### src/rtl/seq_alu_pkg.sv
// seq_alu shared types: opcode encoding, FSM states, iterative datapath mode.
package seq_alu_pkg;

  typedef enum logic [4:0] {
    OP_ADD = 5'b00001,
    OP_SUB = 5'b00010,
    OP_AND = 5'b00011,
    OP_OR  = 5'b00100,
    OP_XOR = 5'b00101,
    OP_NOT = 5'b00110,
    OP_SHL = 5'b00111,
    OP_SHR = 5'b01000,
    OP_SAR = 5'b01001,
    OP_MUL = 5'b01011,
    OP_DIV = 5'b01100,
    OP_MOD = 5'b01101
  } alu_op_t;

  typedef enum logic [1:0] {
    IDLE = 2'd0,
    BUSY = 2'd1,
    DONE = 2'd2
  } alu_state_t;

  typedef enum logic {
    IT_MUL = 1'b0,
    IT_DIV = 1'b1
  } iter_mode_t;

  function automatic logic is_multicycle(alu_op_t op);
    return (op == OP_MUL) || (op == OP_DIV) || (op == OP_MOD);
  endfunction

endpackage

### src/rtl/seq_alu_if.sv
// Operand/result handshake bundle between operand fetch, seq_alu and writeback.
interface seq_alu_if #(
  parameter int WIDTH = 10
) ();
  logic             in_valid;
  logic             in_ready;
  logic [4:0]       opcode;
  logic [WIDTH-1:0] op1;
  logic [WIDTH-1:0] op2;
  logic             out_valid;
  logic             out_ready;
  logic [WIDTH-1:0] res;
  logic             s;
  logic             g;
  logic             z;
  logic             c;
  logic             err;

  modport master (
    output in_valid, opcode, op1, op2, out_ready,
    input  in_ready, out_valid, res, s, g, z, c, err
  );

  modport slave (
    input  in_valid, opcode, op1, op2, out_ready,
    output in_ready, out_valid, res, s, g, z, c, err
  );
endinterface

### src/rtl/seq_alu_iter.sv
// Shared iterative datapath: LSB-first shift-add multiply, restoring divide.
module seq_alu_iter
  import seq_alu_pkg::*;
#(
  parameter int WIDTH = 10,
  parameter int CNT_W = $clog2(WIDTH + 1)
) (
  input  logic             clk,
  input  logic             rst,
  input  logic             start,
  input  iter_mode_t       mode,
  input  logic [WIDTH-1:0] a,
  input  logic [WIDTH-1:0] b,
  output logic             done,
  output logic [WIDTH-1:0] lo,
  output logic [WIDTH-1:0] hi
);

  logic [WIDTH-1:0] hi_q, lo_q, opd_q;
  logic [CNT_W-1:0] cnt_q;
  logic             run_q;
  iter_mode_t       mode_q;

  logic [WIDTH-1:0] src_hi, src_lo, src_opd, nxt_hi, nxt_lo;
  iter_mode_t       src_mode;
  logic [WIDTH:0]   sum, rem;
  logic             qb;

  // One iteration step; the first step runs straight off the start operands
  // so that WIDTH steps complete in WIDTH cycles counting the start cycle.
  always_comb begin
    src_hi   = start ? '0 : hi_q;
    src_mode = start ? mode : mode_q;
    if (start) begin
      src_lo  = (mode == IT_MUL) ? b : a;
      src_opd = (mode == IT_MUL) ? a : b;
    end else begin
      src_lo  = lo_q;
      src_opd = opd_q;
    end
    sum = {1'b0, src_hi} + (src_lo[0] ? {1'b0, src_opd} : '0);
    rem = {src_hi, src_lo[WIDTH-1]};
    qb  = (rem >= {1'b0, src_opd});
    if (qb) rem = rem - {1'b0, src_opd};
    if (src_mode == IT_MUL) begin
      nxt_hi = sum[WIDTH:1];
      nxt_lo = {sum[0], src_lo[WIDTH-1:1]};
    end else begin
      nxt_hi = rem[WIDTH-1:0];
      nxt_lo = {src_lo[WIDTH-2:0], qb};
    end
  end

  // Iteration registers and step counter.
  always_ff @(posedge clk) begin
    if (rst) begin
      hi_q   <= '0;
      lo_q   <= '0;
      opd_q  <= '0;
      cnt_q  <= '0;
      run_q  <= 1'b0;
      mode_q <= IT_MUL;
    end else if (start) begin
      hi_q   <= nxt_hi;
      lo_q   <= nxt_lo;
      opd_q  <= src_opd;
      mode_q <= mode;
      cnt_q  <= CNT_W'(1);
      run_q  <= 1'b1;
    end else if (run_q) begin
      if (cnt_q == CNT_W'(WIDTH)) begin
        run_q <= 1'b0;
      end else begin
        hi_q  <= nxt_hi;
        lo_q  <= nxt_lo;
        cnt_q <= cnt_q + CNT_W'(1);
      end
    end
  end

  assign done = run_q && (cnt_q == CNT_W'(WIDTH));
  assign lo   = lo_q;
  assign hi   = hi_q;

endmodule

### src/rtl/seq_alu.sv
// Multi-cycle ALU: handshake FSM, single-cycle ops, flag generation.
module seq_alu
  import seq_alu_pkg::*;
#(
  parameter int WIDTH = 10,
  parameter int CNT_W = $clog2(WIDTH + 1)
) (
  input  logic        clk,
  input  logic        rst,
  seq_alu_if.slave    bus
);

  localparam logic [WIDTH-1:0] WLIM = WIDTH'(WIDTH);

  alu_state_t       state;
  logic [4:0]       opc_q;
  alu_op_t          op_in;
  logic [WIDTH-1:0] sc_res, mc_res, it_lo, it_hi;
  logic [WIDTH:0]   sum;
  logic             sc_c, sc_err, shift_big, go_multi, start, it_done, mc_c;

  assign op_in    = alu_op_t'(bus.opcode);
  // Divide by zero bypasses the iterator and resolves on the single-cycle path.
  assign go_multi = is_multicycle(op_in) && ((op_in == OP_MUL) || (bus.op2 != '0));
  assign start    = (state == IDLE) && bus.in_valid && go_multi;

  // Single-cycle result, including divide-by-zero and illegal-opcode cases.
  always_comb begin
    sc_res    = '0;
    sc_c      = 1'b0;
    sc_err    = 1'b0;
    sum       = {1'b0, bus.op1} + {1'b0, bus.op2};
    shift_big = (bus.op2 >= WLIM);
    case (op_in)
      OP_ADD: begin sc_res = sum[WIDTH-1:0]; sc_c = sum[WIDTH]; end
      OP_SUB: begin sc_res = bus.op1 - bus.op2; sc_c = (bus.op1 < bus.op2); end
      OP_AND: sc_res = bus.op1 & bus.op2;
      OP_OR:  sc_res = bus.op1 | bus.op2;
      OP_XOR: sc_res = bus.op1 ^ bus.op2;
      OP_NOT: sc_res = ~bus.op1;
      OP_SHL: sc_res = shift_big ? '0 : (bus.op1 << bus.op2);
      OP_SHR: sc_res = shift_big ? '0 : (bus.op1 >> bus.op2);
      OP_SAR: sc_res = shift_big ? {WIDTH{bus.op1[WIDTH-1]}}
                                 : $unsigned($signed(bus.op1) >>> bus.op2);
      OP_MUL: sc_res = '0;
      OP_DIV: begin sc_res = '1; sc_err = 1'b1; end
      OP_MOD: begin sc_res = bus.op1; sc_err = 1'b1; end
      default: sc_err = 1'b1;
    endcase
  end

  seq_alu_iter #(.WIDTH(WIDTH), .CNT_W(CNT_W)) u_iter (
    .clk   (clk),
    .rst   (rst),
    .start (start),
    .mode  ((op_in == OP_MUL) ? IT_MUL : IT_DIV),
    .a     (bus.op1),
    .b     (bus.op2),
    .done  (it_done),
    .lo    (it_lo),
    .hi    (it_hi)
  );

  assign mc_res = (opc_q == OP_MOD) ? it_hi : it_lo;
  assign mc_c   = (opc_q == OP_MUL) && (it_hi != '0);

  // Control FSM and registered result/flags.
  always_ff @(posedge clk) begin
    if (rst) begin
      state   <= IDLE;
      opc_q   <= '0;
      bus.res <= '0;
      bus.s   <= 1'b0;
      bus.g   <= 1'b0;
      bus.z   <= 1'b0;
      bus.c   <= 1'b0;
      bus.err <= 1'b0;
    end else begin
      case (state)
        IDLE: if (bus.in_valid) begin
          opc_q <= bus.opcode;
          bus.g <= (bus.op1 > bus.op2);
          if (go_multi) begin
            state <= BUSY;
          end else begin
            state   <= DONE;
            bus.res <= sc_res;
            bus.s   <= sc_res[WIDTH-1];
            bus.z   <= (sc_res == '0);
            bus.c   <= sc_c;
            bus.err <= sc_err;
          end
        end
        BUSY: if (it_done) begin
          state   <= DONE;
          bus.res <= mc_res;
          bus.s   <= mc_res[WIDTH-1];
          bus.z   <= (mc_res == '0);
          bus.c   <= mc_c;
          bus.err <= 1'b0;
        end
        DONE: if (bus.out_ready) state <= IDLE;
        default: state <= IDLE;
      endcase
    end
  end

  assign bus.in_ready  = (state == IDLE);
  assign bus.out_valid = (state == DONE);

endmodule

### src/flat_wrapper.sv
// flat-port wrapper written by rule: the top's interface ports become plain ports
module seq_alu_flat import seq_alu_pkg::*;
#(
  parameter int WIDTH = 10,
  parameter int CNT_W = $clog2(WIDTH + 1)
)
  (clk, rst, bus_in_valid, bus_opcode, bus_op1, bus_op2, bus_out_ready, bus_in_ready, bus_out_valid, bus_res, bus_s, bus_g, bus_z, bus_c, bus_err);
  seq_alu_if #(.WIDTH(WIDTH)) bus_i ();
  input  logic clk;
  input  logic rst;
  input wire logic [$bits(bus_i.in_valid)-1:0] bus_in_valid;
  input wire logic [$bits(bus_i.opcode)-1:0] bus_opcode;
  input wire logic [$bits(bus_i.op1)-1:0] bus_op1;
  input wire logic [$bits(bus_i.op2)-1:0] bus_op2;
  input wire logic [$bits(bus_i.out_ready)-1:0] bus_out_ready;
  output wire logic [$bits(bus_i.in_ready)-1:0] bus_in_ready;
  output wire logic [$bits(bus_i.out_valid)-1:0] bus_out_valid;
  output wire logic [$bits(bus_i.res)-1:0] bus_res;
  output wire logic [$bits(bus_i.s)-1:0] bus_s;
  output wire logic [$bits(bus_i.g)-1:0] bus_g;
  output wire logic [$bits(bus_i.z)-1:0] bus_z;
  output wire logic [$bits(bus_i.c)-1:0] bus_c;
  output wire logic [$bits(bus_i.err)-1:0] bus_err;
  assign bus_i.in_valid = bus_in_valid;
  assign bus_i.opcode = bus_opcode;
  assign bus_i.op1 = bus_op1;
  assign bus_i.op2 = bus_op2;
  assign bus_i.out_ready = bus_out_ready;
  assign bus_in_ready = bus_i.in_ready;
  assign bus_out_valid = bus_i.out_valid;
  assign bus_res = bus_i.res;
  assign bus_s = bus_i.s;
  assign bus_g = bus_i.g;
  assign bus_z = bus_i.z;
  assign bus_c = bus_i.c;
  assign bus_err = bus_i.err;
  seq_alu #(.WIDTH(WIDTH), .CNT_W(CNT_W)) u_core (.clk(clk), .rst(rst), .bus(bus_i));
endmodule
### config.mk
export PLATFORM = sky130hd
export DESIGN_NAME = seq_alu_flat
export DESIGN_NICKNAME = d
export VERILOG_FILES = /design/src/rtl/seq_alu_pkg.sv /design/src/rtl/seq_alu_if.sv /design/src/rtl/seq_alu_iter.sv /design/src/rtl/seq_alu.sv /design/src/flat_wrapper.sv
export SDC_FILE = /design/constraint.sdc
export NUM_CORES = 1
export LEC_CHECK = 0
export ABC_AREA = 1
export BUFFER_PORTS_ARGS = -buffer_cell sky130_fd_sc_hd__clkbuf_2
export CORE_MARGIN = 2
export CORE_UTILIZATION = 48
export CTS_BUF_LIST = sky130_fd_sc_hd__clkbuf_4 sky130_fd_sc_hd__clkbuf_8 sky130_fd_sc_hd__clkbuf_16
export DETAILED_ROUTE_END_ITERATION = 8
export GPL_ROUTABILITY_DRIVEN = 0
export GPL_TIMING_DRIVEN = 0
export PLACE_DENSITY = 0.68
export SYNTH_ARGS = -nofsm -noshare
export SYNTH_HDL_FRONTEND = slang
export SYNTH_SLANG_ARGS = --single-unit
### constraint.sdc
create_clock -name clk -period 3.2 [get_ports clk]
set_input_delay 0.16 -clock clk [delete_from_list [all_inputs] [get_ports clk]]
set_output_delay 0.16 -clock clk [all_outputs]
set_load 0.005 [all_outputs]
# Word level (Yosys, flattened, before mapping)

Cells that the tools add are included.

Register bits: 58
Latch bits: 0
RAM bits: 0
ROM bits: 0
Word-level logic and storage cells: 131
Memories: 0

$add $sub $neg: 5
Multipliers: 0
Div/mod/pow operators: 0
Magnitude comparators: 4
Eq/ne operators: 22
Shifts and indexed selects: 3
Multiplexer cells: 55
Bitwise logic cells: 5
Reduce and logical (&&, ||, !) cells: 22

Operators with widths:

| kind                                                                    | number |
|---|---|
| 10-bit two-way mux                                                      | 22 |
| 10-bit one-hot mux with 11 select lines                                 | 1 |
| 5-bit by 4-bit equality test with 1-bit output (second input constant)  | 7 |
| 10-bit by 10-bit adder with 11-bit output                               | 2 |
| 1-bit two-way mux                                                       | 21 |
| 5-bit by 3-bit equality test with 1-bit output (second input constant)  | 4 |
| 10-bit zero test                                                        | 2 |
| 10-bit one-hot mux with 2 select lines                                  | 1 |
| 10-bit nonzero test                                                     | 2 |
| 10-bit subtractor                                                       | 2 |
| 11-bit by 10-bit >= comparator with 1-bit output                        | 1 |
| 10-bit AND                                                              | 1 |
| 5-bit by 2-bit equality test with 1-bit output (second input constant)  | 2 |
| 10-bit by 4-bit >= comparator with 1-bit output (second input constant) | 1 |
| 10-bit > comparator                                                     | 1 |
| 10-bit < comparator                                                     | 1 |
| 10-bit NOT                                                              | 1 |
| 10-bit bitwise OR                                                       | 1 |
| 1-bit one-hot mux with 2 select lines                                   | 5 |
| 10-bit OR reduction                                                     | 1 |
| 10-bit by 10-bit left shift with 10-bit output                          | 1 |
| 10-bit by 10-bit >> shifter with 10-bit output                          | 1 |
| 10-bit by 10-bit >>> shifter with 10-bit output                         | 1 |
| 10-bit bitwise XOR                                                      | 1 |
| 18 further kinds                                                        | 33 |

# Longest topological paths before layout

Gate-level depths: netlist of the first run.

Depth after elaboration: 12
Mapped depth: 29
Mapped depth without buffers: 27

# Cells and area by module

Synthesis of the first run repeated with hierarchy kept, for this count alone.

Cell total of the unflattened synthesis: 1248
Area total of the unflattened synthesis: 7179.4 um^2

Modules (own cells, without submodules):

| module       | instances | cells each | area each (um^2) |
|---|---|---|---|
| seq_alu      | 1         | 737        | 4077.7 |
| seq_alu_iter | 1         | 511        | 3101.7 |

# Least setup slack after synthesis of the first run

No wires, ideal clock.

Path kind: input -> register
From: in bus_op2[8]
To: reg u_core.u_iter.hi_q[9], in the netlist u_core.u_iter.hi[9]
Arrival: 3256 ps
Path slack: -120 ps
Cell stages on the path: 29
Buffers on the path: 2
Cells stage by stage: nor2_4 nand2_2 nor2_4 nand2_2 nor2_4 nand4_1 nand2_2 inv_2 nand2_2 buf_4 nand2_1 o21ai_1 inv_1 buf_2 nor2_1 ha_1 inv_1 fa_1 inv_1 a31oi_1 o21ai_0 a21oi_1 nor2_1 o21ai_0 a21oi_1 o21ai_0 nand2_1 nor2_1 nor2_1

Word-level cells in the longest chain between the ends: 11
Elaborated cells between the ends (all ways): 21
Classes of those cells: add/sub (2); order compare (1); eq/ne (1); mux (11); reduce/logical (6)

Ends and longest elaborated chain:

| item                                                                            | line                                   | RTL |
|---|---|---|
| start, declared                                                                 | flat_wrapper.sv:14                     | `input wire logic [$bits(bus_i.op2)-1:0] bus_op2;` |
| 10-bit nonzero test                                                             | seq_alu.sv:24                          | `assign go_multi = is_multicycle(op_in) && ((op_in == OP_MUL) \|\| (bus.op2 != '0));` |
| 1-bit logical OR                                                                | seq_alu.sv:24                          |  |
| 1-bit logical AND                                                               | seq_alu.sv:24                          |  |
| 1-bit logical AND                                                               | seq_alu.sv:25                          | `assign start = (state == IDLE) && bus.in_valid && go_multi;` |
| 10-bit two-way mux (on tied branches)                                           | seq_alu_iter.sv:34, seq_alu_iter.sv:32 |  |
| 10-bit two-way mux (tied with other cells)                                      | seq_alu_iter.sv:41                     | `sum = {1'b0, src_hi} + (src_lo[0] ? {1'b0, src_opd} : '0);` |
| 10-bit by 10-bit adder with 11-bit output or 10-bit two-way mux (tied branches) | seq_alu_iter.sv:41, seq_alu_iter.sv:44 |  |
| 10-bit two-way mux                                                              | seq_alu_iter.sv:45                     | `if (src_mode == IT_MUL) begin` |
| 10-bit two-way mux                                                              | seq_alu_iter.sv:71                     | `if (cnt_q == CNT_W'(WIDTH)) begin` |
| 10-bit two-way mux                                                              | seq_alu_iter.sv:70                     | `end else if (run_q) begin` |
| 10-bit two-way mux                                                              | seq_alu_iter.sv:63                     | `end else if (start) begin` |
| end signal, assigned                                                            | seq_alu_iter.sv:64                     | `hi_q <= nxt_hi;` |
| end signal, assigned                                                            | seq_alu_iter.sv:74                     | `hi_q <= nxt_hi;` |
| end, declared                                                                   | seq_alu_iter.sv:19                     | `logic [WIDTH-1:0] hi_q, lo_q, opd_q;` |

Parallel ways exist; a longest one is shown, timed or not. The select of a mux whose other input is x is not followed.
A chain may end at the register's enable or synchronous reset.

# Worst setup path after layout of the first run

From: in bus_op2[6]
To: reg u_core.u_iter.hi_q[9], in the netlist u_core.u_iter.hi[9]

The elaborated chain is that of the path after synthesis.

==> results of run 1 <==
==> per-layer routing <==
layer / up-vias / wire, microns
met5: - / 0
met4: 0 / 484
met3: 46 / 2970
met2: 465 / 10700
met1: 3797 / 11300
li1: 4122 / -
==> cell type report <==
type | count | area, sq um | share of cell area (%)
Multi-Input combinational cell | 939 | 5180 | 64.0
Sequential cell | 57 | 1140 | 14.1
Inverter | 153 | 586 | 7.23
Timing Repair Buffer | 70 | 444 | 5.48
Clock buffer | 12 | 267 | 3.29
Buffer | 42 | 231 | 2.86
Tap cell | 180 | 225 | 2.78
Clock inverter | 4 | 26.3 | 0.324
==> critical path: cells and delay by family <==
| kind | cells | cell delay [ns] |
|---|---|---|
| simple gates | 14 | 1.47 |
| compound gates | 7 | 0.71 |
| buf+inv | 7 | 0.60 |
| fa+ha+maj | 2 | 0.56 |
==> per-stage QoR <==
| stage | TNS (ns) | util (%) | cell area [sq um] | total power (uW) | setup slack (ns) |
|---|---|---|---|---|---|
| 3_3_place_gp | -7.36 | 52.9 | 7370 | 1730 | -0.788 |
| 5_1_grt | -0.504 | 58.2 | 8100 | 2890 | -0.222 |
| 2_1_floorplan | 0 | - | 6920 | 1450 | 0.00741 |
| 6_report | -0.0518 | 58.2 | 8100 | 2740 | -0.0518 |
| 3_5_place_dp | -7.67 | 52.9 | 7370 | 1730 | -0.804 |
| 4_1_cts | -0.0320 | 55.9 | 7790 | 2670 | -0.0270 |
==> cell usage in the layout (no fill, tap or decap), types with 5 or more instances in the layout <==
cell,instances
inv_1,137
buf_4,28
inv_2,9
o21ai_1,18
nor2_1,105
nand3_1,93
o21ai_2,8
a21oi_1,94
clkbuf_1,14
a31oi_1,6
buf_2,14
ha_1,47
clkbuf_16,9
dfxtp_1,57
o211ai_1,23
o21ai_0,107
nand2_4,5
clkbuf_2,43
nor2_2,5
nand2_1,303
nand4_1,22
nor3_1,15
xor2_1,11
nand2_2,6
nor2_4,13
buf_6,8
==> timing repair <==
action,CTS,global route
endpoints found under the setup margin,11,14
resized for setup,25,64
buffers inserted,10,16
pin swaps,10,26
==> cell families (layout without fill, tap and decap cells) <==
| kind of cell | after synthesis | count (layout) |
|---|---|---|
| compound gates | 284 | 284 |
| xor+xnor | 15 | 15 |
| fa+ha+maj | 56 | 56 |
| buf+inv | 197 | 281 |
| flops | 57 | 57 |
| mux | 1 | 1 |
| simple gates | 583 | 583 |
==> power by group through the flow <==
stage | combinational, uW | sequential [uW] | clock [uW]
global placement | 934 | 793 | 0
floorplan | 665 | 787 | 0
detailed placement | 937 | 794 | 0
global route | 1140 | 786 | 959
CTS | 959 | 780 | 927
finish | 1030 | 781 | 924
==> flip-flops by register name, summed over array words and instances, names as in the netlist <==
| name | count |
|---|---|
| u_core.bus.z | 1 |
| u_core.u_iter.opd_q | 10 |
| u_core.u_iter.run_q | 1 |
| u_core.state | 2 |
| u_core.bus.c | 1 |
| u_core.u_iter.hi | 10 |
| u_core.u_iter.cnt_q | 4 |
| u_core.bus.res | 9 |
| u_core.bus.s | 1 |
| u_core.u_iter.lo | 10 |
| u_core.bus.g | 1 |
| u_core.bus.err | 1 |
| u_core.opc_q | 5 |
| u_core.u_iter.mode_q | 1 |
==> how the worst min path moves through the flow <==
stage                     slack [ns]         endpoint
final                           0.09  u_core.state[1]
after global routing            0.12  u_core.state[1]
after CTS                       0.09  u_core.state[1]
after detailed placement        0.44  u_core.state[1]
after global placement          0.44  u_core.state[1]
after floorplan                 0.31  u_core.opc_q[1]
==> results.rst, run 1 <==
.. list-table::
   :header-rows: 1

   * - Metric
     - Value
   * - Die Outline Area
     - 15300 sq um
   * - Worst-path clk slew
     - 0.05 ns
   * - Initial DRC count
     - 1293
   * - Maximum number of pins on one net before global-route repair
     - 20
   * - Class of the tightest hold or removal check
     - in2reg
   * - Cell type contributing the most total cell area after synthesis
     - nand2_1
   * - Rel. slew slack
     - 43.8%
   * - Startpoint type of the worst setup path
     - input port
   * - Via count of the first global-routing pass
     - around 7400
   * - Maximum fanout count along the critical path
     - 6
   * - GR Util All Layers
     - 33.4%
   * - Power dissipated by switching net loads
     - around 1100 uW
   * - Critical Path End
     - u_core.u_iter.hi[9]
   * - Detailed Route WL
     - around 25000 microns
   * - Critical path endpoint category
     - flop
   * - Reported leakage power
     - 0.00405 uW
   * - Number of failing hold endpoints at the final stage
     - 0
   * - Core Box Area
     - 13900 sq um
   * - Part of the total power dissipated in sequential elements
     - 28.5%
   * - Tightest hold margin
     - between 0.09 and 0.1 ns
   * - Layout cells sized above 1
     - 14.2%
   * - Failing checks
     - negative setup slack
   * - Worst Hold Path Cells
     - 4
   * - Number of port buffers
     - 44
   * - Number of remaining DRC errors
     - 0
   * - HPWL reported at the end of detailed placement
     - 19400 microns
   * - Yosys top cell area share
     - about 17%
   * - Highest Clock Rate
     - about 300 MHz
   * - Post-Layout Cell Count
     - 1457
   * - Number of buffers added to fix hold violations after cts
     - 0
   * - Met2 capacity usage during global routing
     - between 40% and 50%
   * - GRT overflow
     - 0
   * - Nets
     - between 1000 and 1500
   * - Syn Inst Count
     - 1193
   * - Category of the critical setup timing path
     - in2reg
   * - Predominant post-synthesis flop cell
     - dfxtp_1
   * - DR pass1 iterations
     - 6
   * - Post-Synth XOR/XNOR Area
     - 1.91%
   * - Htree depth
     - 3
   * - Longest Clk Path Bufs
     - 2
   * - Final setup slack of the worst path
     - -0.0518 ns
   * - Launching element of the worst setup path
     - bus_op2[6]
   * - Slew @ Worst Pin
     - 0.840 ns
   * - Die Span Y
     - 124 microns
   * - Share of total power in the clock network
     - 33.7%
   * - Most frequent cell after synthesis
     - nand2_1
   * - Hold_sp
     - bus_out_ready
   * - EDFF count, synth
     - 0
   * - Internal Pwr Total
     - 1680 uW
   * - Vias
     - 8430
   * - FP Rows
     - between 40 and 50
   * - Peak per-stage delay on the critical path
     - 0.39 ns
   * - Starting density of the core
     - 49.4%
   * - Relative area change from synthesis to final layout
     - 17.6%
   * - Cell chosen for the clock root
     - clkbuf_16
   * - Filler Cells Inserted
     - ~1400
   * - Largest clock skew in the final design
     - 0.00509 ns
   * - Number of different library cells in the post-synthesis netlist
     - 52
   * - Unrepaired setup endpoints after global routing
     - yes
   * - Met1 global-route usage
     - 48.1%
   * - Clock latency at the later pin of the worst-skew pair
     - between 0.3 and 0.4 ns
   * - Synthesized cell area
     - 6890 sq um
   * - CP max-delay cell
     - fa_2
   * - Capture instance of the worst register-to-register path
     - u_core.u_iter.hi[9]
   * - Met3 GRT Util
     - under 10%
   * - Global-route wire length before repair
     - 39300 microns
   * - Clock tree from TritonCTS
     - built
   * - Clk sink count
     - 57
   * - FF-to-FF Start
     - u_core.state[1]
   * - Number of antenna violations at the first check in global routing
     - 0
   * - Max-cap check violation count
     - 0
   * - Most area-consuming cells after synthesis
     - nand2_1, dfxtp_1, ha_1
   * - IO Count
     - between 40 and 50
   * - Slew Limit Fails
     - 0
   * - Async SR Flop Fraction
     - 0%
   * - Number of setup violations in the final report
     - 1
   * - Synthesized netlist net count
     - 1278
   * - Final period utilization
     - 102%
   * - Proportion of power drawn by combinational gates
     - 37.7%
   * - Fraction of power spent switching nets
     - 38.7%
   * - Compound-Gate Fraction of Synth Area
     - 22.7%
   * - Cell Pwr Density
     - 338 nW/um^2
   * - Status
     - finished, violations left
   * - Worst r2r path cells
     - 23
   * - Vias per Instance
     - 5.79
   * - Horizontal die dimension
     - ~120 microns
   * - WP data arrival
     - 3.52 ns
   * - Portion of netlist area occupied by mux cells
     - 0.145%
   * - FF+latch count, synth
     - 57
   * - Count of antenna diodes in the layout
     - 0
   * - Worst path most repeated cell
     - nor2_4
   * - Number of buffers inserted during clock tree synthesis
     - 9
   * - Antenna-violating nets left
     - 0
   * - Synthesis warning total
     - 0
   * - Most heavily used metal layer in global routing
     - met2
   * - Synth Area in Simple Gates
     - 36.6%
   * - Minimum setup slack among reg-to-reg paths
     - 0.01 ns
   * - Clock period minus worst slack
     - 3.25 ns
   * - Post-synthesis area per instance
     - 5.77 sq um
   * - Number of placed cells counting well taps
     - 1417
   * - CP Data Required Time
     - 3.47 ns
   * - Average wire per standard cell
     - 17.4 microns
   * - Worst ir drop on vdd
     - about 0.26 mV
   * - Fraction of the yosys area taken by sequential cells
     - 16.6%
   * - Combinational family with the most area after synthesis
     - simple AND/OR/NAND/NOR gates
   * - Most instantiated cells after synthesis
     - nand2_1, inv_1, o21ai_0, nor2_1, a21oi_1
   * - Adder-Cell Fraction of Synth Area
     - 10.6%
(Power assumes the default switching activity.)
==> inputs of run 2 (changes only) <==
CELL_PAD_IN_SITES_DETAIL_PLACEMENT = 1   (was not set)
CELL_PAD_IN_SITES_GLOBAL_PLACEMENT = 1   (was not set)
CORE_UTILIZATION = 39   (was 48)
PLACE_DENSITY = not set   (was 0.68)
PLACE_DENSITY_LB_ADDON = 0.1   (was not set)
==> run 2 against run 1 <==
Against the previous run: the flow still finishes with violations (negative setup slack); sequential power hardly changed; global-route usage is 0.48 points lower; sequential share of layout area is 0.55 points lower; die area is 22% higher; cell count is 3.6% higher; total power is 7.7% higher; non-clock buffer count is 7 higher; via count is 3.7% higher; first-iteration DRC count is 44% lower; core utilization is 9.4 points lower; largest power group unchanged.
==> results.rst, run 2 (synthesis results as in run 1) <==
.. list-table::
   :header-rows: 1

   * - Metric
     - Value
   * - Status
     - finished, violations left
   * - Failing checks
     - negative setup slack
   * - Worst ir drop on vdd
     - 0.247 mV (-4.9%)
   * - Hold_sp
     - bus_out_ready
   * - Maximum fanout count along the critical path
     - 19 (+13)
   * - WP data arrival
     - 3.48 ns (-0.04 ns)
   * - Number of failing hold endpoints at the final stage
     - 0 (unchanged)
   * - FF-to-FF Start
     - u_core.state[1]
   * - Largest clock skew in the final design
     - 0.00691 ns (+0.00182 ns)
   * - Filler Cells Inserted
     - 2386 (+67%)
   * - Area of all placed cells without fillers
     - 8430 sq um (+4.0%)
   * - Count of antenna diodes in the layout
     - 0 (unchanged)
   * - Worst r2r path cells
     - 22 (-4.3%)
   * - Post-Layout Cell Count
     - 1509 (+3.6%)
   * - Endpoint of the worst hold path
     - u_core.state[1]
   * - Minimum setup slack among reg-to-reg paths
     - -0.01 ns (-0.02 ns)
   * - Number of buffers inserted during clock tree synthesis
     - 9 (unchanged)
   * - Max-cap check violation count
     - 0 (unchanged)
   * - Core Box Area
     - 17300 sq um (+24%)
   * - Number of placed cells counting well taps
     - 1462 (+3.2%)
   * - GR Util All Layers
     - 32.9% (-0.48 points)
   * - Number of buffers added to fix hold violations after cts
     - 0 (unchanged)
   * - Critical path endpoint category
     - flop
   * - Met3 GRT Util
     - 4.89% (-4.3 points)
   * - Number of setup violations in the final report
     - 2 (+1)
   * - Relative area change from synthesis to final layout
     - 22.4%
   * - DR pass1 iterations
     - 5 (-1)
   * - Clock period minus worst slack
     - 3.26 ns (+0.00928 ns)
   * - Cell chosen for the clock root
     - clkbuf_16
   * - Clk sink count
     - 57 (unchanged)
   * - Average wire per standard cell
     - 20.5 microns (+18%)
   * - Unrepaired setup endpoints after global routing
     - yes
   * - Slew Limit Fails
     - 0 (unchanged)
   * - Vias
     - 8744 (+3.7%)
   * - Htree depth
     - 3 (unchanged)
   * - Most heavily used metal layer in global routing
     - met2
   * - Leading cell type in the layout, fill and taps excluded
     - nand2_1
   * - Highest Clock Rate
     - 307 MHz (-0.28%)
   * - Initial DRC count
     - 724 (-44%)
   * - Starting density of the core
     - 39.8% (-9.6 points)
   * - Cell Pwr Density
     - 350 nW/um^2 (+3.5%)
   * - Clock latency at the later pin of the worst-skew pair
     - 0.33 ns (about the same)
   * - Number of remaining DRC errors
     - 0 (unchanged)
   * - Slew @ Worst Pin
     - 0.808 ns (-0.0320 ns)
   * - Clock tree from TritonCTS
     - built
   * - FP Rows
     - 48 (+12%)
   * - Area after DPL
     - 7430 sq um (+0.76%)
   * - Number of antenna violations at the first check in global routing
     - 0 (unchanged)
   * - Capture instance of the worst register-to-register path
     - u_core.u_iter.hi[9]
   * - Worst Hold Path Cells
     - 4 (unchanged)
   * - Final period utilization
     - 102% (+0.29 points)
   * - CP Data Required Time
     - 3.42 ns (-0.05 ns)
   * - Reported leakage power
     - 0.00411 uW (+1.5%)
   * - Nets
     - 1364 (+0.52%)
   * - Die Outline Area
     - 18700 sq um (+22%)
   * - Met1 global-route usage
     - 47.6% (-0.52 points)
   * - Class of the tightest hold or removal check
     - in2reg
   * - Category of the critical setup timing path
     - in2reg
   * - Antenna-violating nets left
     - 0 (unchanged)
   * - Worst path most repeated cell
     - nand2_1
   * - CP max-delay cell
     - ha_2
   * - Via count of the first global-routing pass
     - 8586 (+17%)
   * - Peak per-stage delay on the critical path
     - 0.34 ns (-0.05 ns)
   * - Maximum number of pins on one net before global-route repair
     - 20 (unchanged)
   * - Worst-path clk slew
     - 0.05 ns (about the same)
   * - Overall Power
     - 2950 uW (+7.7%)
   * - Rel. slew slack
     - 45.9% (+2.1 points)
   * - Met2 capacity usage during global routing
     - 50.0% (+1.4 points)
   * - Layout cells sized above 1
     - 17.6% (+3.4 points)
   * - Final setup slack of the worst path
     - -0.0611 ns (-0.00928 ns)
   * - Vias per Instance
     - 5.79 (+0.15%)
   * - Longest Clk Path Bufs
     - 2 (unchanged)
   * - Number of port buffers
     - 44 (unchanged)
   * - HPWL reported at the end of detailed placement
     - 23500 microns (+21%)
   * - Global-route wire length before repair
     - 47000 microns (+20%)
   * - GRT overflow
     - 0 (unchanged)
   * - Most used cells in the layout excluding fill and tap cells
     - nand2_1, inv_1, nor2_1
   * - IO Count
     - 46 (unchanged)
   * - Detailed Route WL
     - 31000 microns (+22%)
   * - Die Span Y
     - 137 microns (+11%)
   * - Startpoint type of the worst setup path
     - input port
   * - Horizontal die dimension
     - 137 microns (+11%)
   * - Tightest hold margin
     - 0.0884 ns (-0.00556 ns)
## run 2: through the flow
stage	worst slack (ns)	setup TNS, ns	utilization [%]
after detailed placement	-1.01	-9.80	42.9
after global placement	-0.890	-8.77	42.9
after global routing	-0.227	-0.643	48.7
final	-0.0611	-0.0900	48.7
after floorplan	0.00741	0	-
after CTS	-0.00824	-0.00824	46.7
## run 2: per-layer routing
| layer | share of wire [%] | vias to the layer above |
|---|---|---|
| met5 | 0 | - |
| met4 | 2.9 | 0 |
| met3 | 7.1 | 62 |
| met2 | 43 | 329 |
| met1 | 47 | 4220 |
| li1 | - | 4133 |
## run 2: worst max-delay path by stage
stage / startpoint / end / slack, ns / cells after the start
global placement: bus_opcode[0] / u_core.u_iter.hi[9] / -0.89 / 26
CTS: bus_op2[7] / u_core.u_iter.hi[9] / -0.008 / 30
global route: bus_op2[8] / u_core.u_iter.hi[9] / -0.23 / 28
finish: bus_opcode[3] / u_core.u_iter.hi[9] / -0.06 / 26
floorplan: bus_op2[6] / u_core.u_iter.hi[9] / 0.007 / 29
detailed placement: bus_op2[6] / u_core.u_iter.hi[9] / -1.01 / 25
## run 2: final cells by class
cell class	instances	area, sq um	share of cell area, %
clock buffers	9	225	2.67
well taps	225	282	3.34
inverters	153	586	6.94
plain buffers	41	234	2.77
repair buffers	78	518	6.14
multi-input cells	939	5350	63.5
flip-flops and latches	57	1140	13.5
clock inverters	7	93.8	1.11
## run 2: worst max-delay path: cells and delay by family
family,cells,cell delay (ns)
compound gates,7,0.98
fa+ha+maj,1,0.34
buf+inv,4,0.46
simple gates,14,1.50
## run 2: power by group
| part | switching, uW | leakage [uW] | internal [uW] |
|---|---|---|---|
| logic | 761 | 0.00350 | 363 |
| registers | 32.1 | 0.000464 | 752 |
| clock network | 360 | 0.000152 | 681 |
## run 2: repair_timing
| action | in CTS | in global routing |
|---|---|---|
| endpoints found under the setup margin | 11 | 15 |
| gates resized for setup | 57 | 77 |
| pin swaps | 22 | 39 |
| buffers inserted | 25 | 10 |
==> inputs of run 3 (changes only) <==
CORE_UTILIZATION = 47   (was 39)
GPL_TIMING_DRIVEN = not set   (was 0)
SYNTH_HIERARCHICAL = 1   (was not set)
clock period = 4.2 ns   (was 3.2 ns; I/O delays follow)
==> run 3 against run 2 <==
Against the previous run: the run now ends clean; worst setup slack gained 0.39 ns; sequential power shrank 23%; die area shrank 13%; core utilization grew 3.8 points; sequential cell count is the same; clock skew grew 0.0055 ns; via count grew 1.6%; design area shrank 6.0%; critical path type unchanged; largest power group unchanged.
==> results.rst, run 3 <==
.. list-table::
   :header-rows: 1

   * - Metric
     - Value
   * - Post-synthesis area per instance
     - 5.75 sq um (-0.38%)
   * - Die Outline Area
     - 16300 sq um (-13%)
   * - Synthesized cell area
     - 7180 sq um (+4.2%)
   * - Rel. slew slack
     - 41.5% (-4.4 points)
   * - Worst ir drop on vdd
     - 0.236 mV (-4.7%)
   * - Hold_sp
     - bus_opcode[1]
   * - Vias per Instance
     - 6.01 (+3.7%)
   * - FF+latch count, synth
     - 57 (unchanged)
   * - Slew @ Worst Pin
     - 0.874 ns (+0.0660 ns)
   * - Syn Inst Count
     - 1248 (+4.6%)
   * - Detailed Route WL
     - 30000 microns (-3.2%)
   * - Clock latency at the later pin of the worst-skew pair
     - 0.33 ns (about the same)
   * - Relative area change from synthesis to final layout
     - 10.4%
   * - Horizontal die dimension
     - 128 microns (-6.8%)
   * - Reported leakage power
     - 0.00403 uW (-1.9%)
   * - Clock period minus worst slack
     - 3.87 ns
   * - Nets
     - 1370 (+0.44%)
   * - Number of antenna violations at the first check in global routing
     - 0 (unchanged)
   * - Unrepaired setup endpoints after global routing
     - no
   * - Number of different library cells in the post-synthesis netlist
     - 58 (+12%)
   * - Category of the critical setup timing path
     - in2reg
   * - Antenna-violating nets left
     - 0 (unchanged)
   * - GR Util All Layers
     - 36.8% (+3.9 points)
   * - Vias
     - 8882 (+1.6%)
   * - Slew Limit Fails
     - 0 (unchanged)
   * - Longest Clk Path Bufs
     - 2 (unchanged)
   * - Yosys top cell area share
     - 17.2% (+0.42 points)
   * - Worst r2r path cells
     - 20 (-9.1%)
   * - Final core utilization
     - 52.5% (+3.8 points)
   * - Fraction of the yosys area taken by sequential cells
     - 15.9% (-0.67 points)
   * - Endpoint of the worst hold path
     - u_core/opc_q[1]
   * - Critical path endpoint category
     - flop
   * - Core Box Area
     - 15100 sq um (-13%)
   * - Die Span Y
     - 128 microns (-6.8%)
   * - Initial DRC count
     - 747 (+3.2%)
   * - Cell chosen for the clock root
     - clkbuf_16
   * - Area of all placed cells without fillers
     - 7920 sq um (-6.0%)
   * - Peak per-stage delay on the critical path
     - 0.48 ns (+0.14 ns)
   * - Average wire per standard cell
     - 20.3 microns (-1.1%)
   * - Clk sink count
     - 57 (unchanged)
   * - Startpoint type of the worst setup path
     - input port
   * - Worst-path clk slew
     - 0.05 ns (about the same)
   * - CP Data Required Time
     - 4.39 ns (+0.97 ns)
   * - Status
     - finished, final reports clean
   * - Number of remaining DRC errors
     - 0 (unchanged)
   * - Most area-consuming cells after synthesis
     - nand2_1, dfxtp_1, nand3_1
   * - Global-route wire length before repair
     - 47200 microns (+0.38%)
   * - Cell type contributing the most total cell area after synthesis
     - nand2_1
   * - Number of failing hold endpoints at the final stage
     - 0 (unchanged)
   * - Post-Layout Cell Count
     - 1478 (-2.1%)
   * - Htree depth
     - 3 (unchanged)
   * - Layout cells sized above 1
     - 10.5% (-7.1 points)
   * - Max-cap check violation count
     - 0 (unchanged)
   * - EDFF count, synth
     - 0 (unchanged)
   * - Most frequent cell after synthesis
     - nand2_1
   * - Number of setup violations in the final report
     - 0 (-2)
   * - Maximum number of pins on one net before global-route repair
     - 44 (+120%)
   * - Count of antenna diodes in the layout
     - 0 (unchanged)
   * - Largest clock skew in the final design
     - 0.0124 ns (+0.00546 ns)
   * - Number of placed cells counting well taps
     - 1462 (unchanged)
   * - Number of buffers added to fix hold violations after cts
     - 0 (unchanged)
   * - Predominant post-synthesis flop cell
     - dfxtp_1
   * - Leading cell type in the layout, fill and taps excluded
     - nand2_1
   * - Number of port buffers
     - 45 (+2.3%)
   * - Minimum setup slack among reg-to-reg paths
     - 0.47 ns (+0.48 ns)
   * - WP data arrival
     - 4.06 ns (+0.58 ns)
   * - Final period utilization
     - 92.2%
   * - Most used cells in the layout excluding fill and tap cells
     - nand2_1, inv_1, nor2_1
   * - Class of the tightest hold or removal check
     - in2reg
   * - DR pass1 iterations
     - 7 (+2)
   * - Cell Pwr Density
     - 273 nW/um^2 (-22%)
   * - Via count of the first global-routing pass
     - 9053 (+5.4%)
   * - Async SR Flop Fraction
     - 0% (unchanged)
   * - Number of buffers inserted during clock tree synthesis
     - 9 (unchanged)
   * - Starting density of the core
     - 47.6% (+7.7 points)
   * - Synthesized netlist net count
     - 1333 (+4.3%)
   * - Total negative setup slack
     - 0 ns (+0.0900 ns)
   * - FF-to-FF Start
     - u_core/state[0]
   * - Synthesis warning total
     - 6 (+6)
   * - Maximum fanout count along the critical path
     - 15 (-4)
   * - FP Rows
     - 45 (-6.3%)
   * - Highest Clock Rate
     - 258 MHz
   * - HPWL reported at the end of detailed placement
     - 23700 microns (+0.99%)
   * - Most instantiated cells after synthesis
     - nand2_1, inv_1, nor2_1, nand3_1, o21ai_0
   * - Area after DPL
     - 7610 sq um (+2.5%)
   * - Capture instance of the worst register-to-register path
     - u_core/u_iter/hi[5]
   * - Worst path most repeated cell
     - inv_1
   * - Clock tree from TritonCTS
     - built
   * - GRT overflow
     - 0 (unchanged)
   * - Worst Hold Path Cells
     - 3 (-1)
   * - CP max-delay cell
     - fa_1
   * - IO Count
     - 46 (unchanged)
## run 3: changes by cell type in the layout (fill, tap and decap cells not counted), sizes merged, moves of 13 or more
cell	previous run	this run
buf	61	23
inv	150	163
o21ai	135	100
a21oi	96	83
nor2	123	155
nand2	315	338
nand3	94	140
## run 3: cell families (layout without fill, tap and decap cells)
| family | after synthesis | count (layout) | synth area share, % |
|---|---|---|---|
| multiplexers | 9 | 9 | 1.36 |
| XOR/XNOR | 5 | 5 | 0.610 |
| AND/OR/NAND/NOR | 683 | 683 | 42.1 |
| buffers and inverters | 207 | 249 | 11.7 |
| flip-flops | 57 | 57 | 15.9 |
| AO/OA/AOI/OAI | 231 | 231 | 18.1 |
| adder cells (fa/ha/maj) | 56 | 56 | 10.2 |
## run 3: layout make-up
cell class / instances / area [sq um]
multi-input combinational: 984 / 5200
timing repair buffer: 68 / 410
fill: 2233 / 7170
clock buffer: 12 / 260
clock inverter: 4 / 51.3
sequential: 57 / 1140
inverter: 165 / 624
tap: 188 / 235
## run 3: timing repair
action                                  in CTS  in global routing
endpoints found under the setup margin       0                  3
gates resized for setup                      0                  1
buffers inserted                             0                  0
## run 3: critical path: cells and delay by family
kind,cells,cell delay (ns)
buffers and inverters,8,0.84
adder cells (fa/ha/maj),2,0.72
AO/OA/AOI/OAI,5,0.86
AND/OR/NAND/NOR,11,1.44
## run 3: per-layer routing
layer	global-route usage, %	share of wire [%]
met1	41.9	39
met2	65.3	49
met3	4.31	5.4
met4	23.5	6.3
met5	0	0
## run 3: how the worst max path moves through the flow
stage          depth (start not counted)          start                   to
2_1_floorplan                         25  bus_opcode[4]  u_core/u_iter/hi[7]
3_3_place_gp                          23  bus_opcode[3]  u_core/u_iter/hi[8]
3_5_place_dp                          26  bus_opcode[3]  u_core/u_iter/hi[5]
4_1_cts                               26  bus_opcode[3]  u_core/u_iter/hi[5]
5_1_grt                               27  bus_opcode[3]  u_core/u_iter/hi[5]
6_report                              26  bus_opcode[3]  u_core/u_iter/hi[5]
## run 3: power breakdown
part | internal, uW | switching [uW]
clock | 497 | 262
sequential | 578 | 27.6
combinational | 245 | 553
total | 1320 | 843
## run 3: metrics by stage
step	hold slack (ns)	total power [uW]	setup slack, ns
2_1_floorplan	0.349	1140	0.750
3_3_place_gp	0.441	1360	0.264
3_5_place_dp	0.460	1390	0.141
4_1_cts	0.229	2150	0.339
5_1_grt	0.250	2290	0.00872
6_report	0.242	2160	0.329
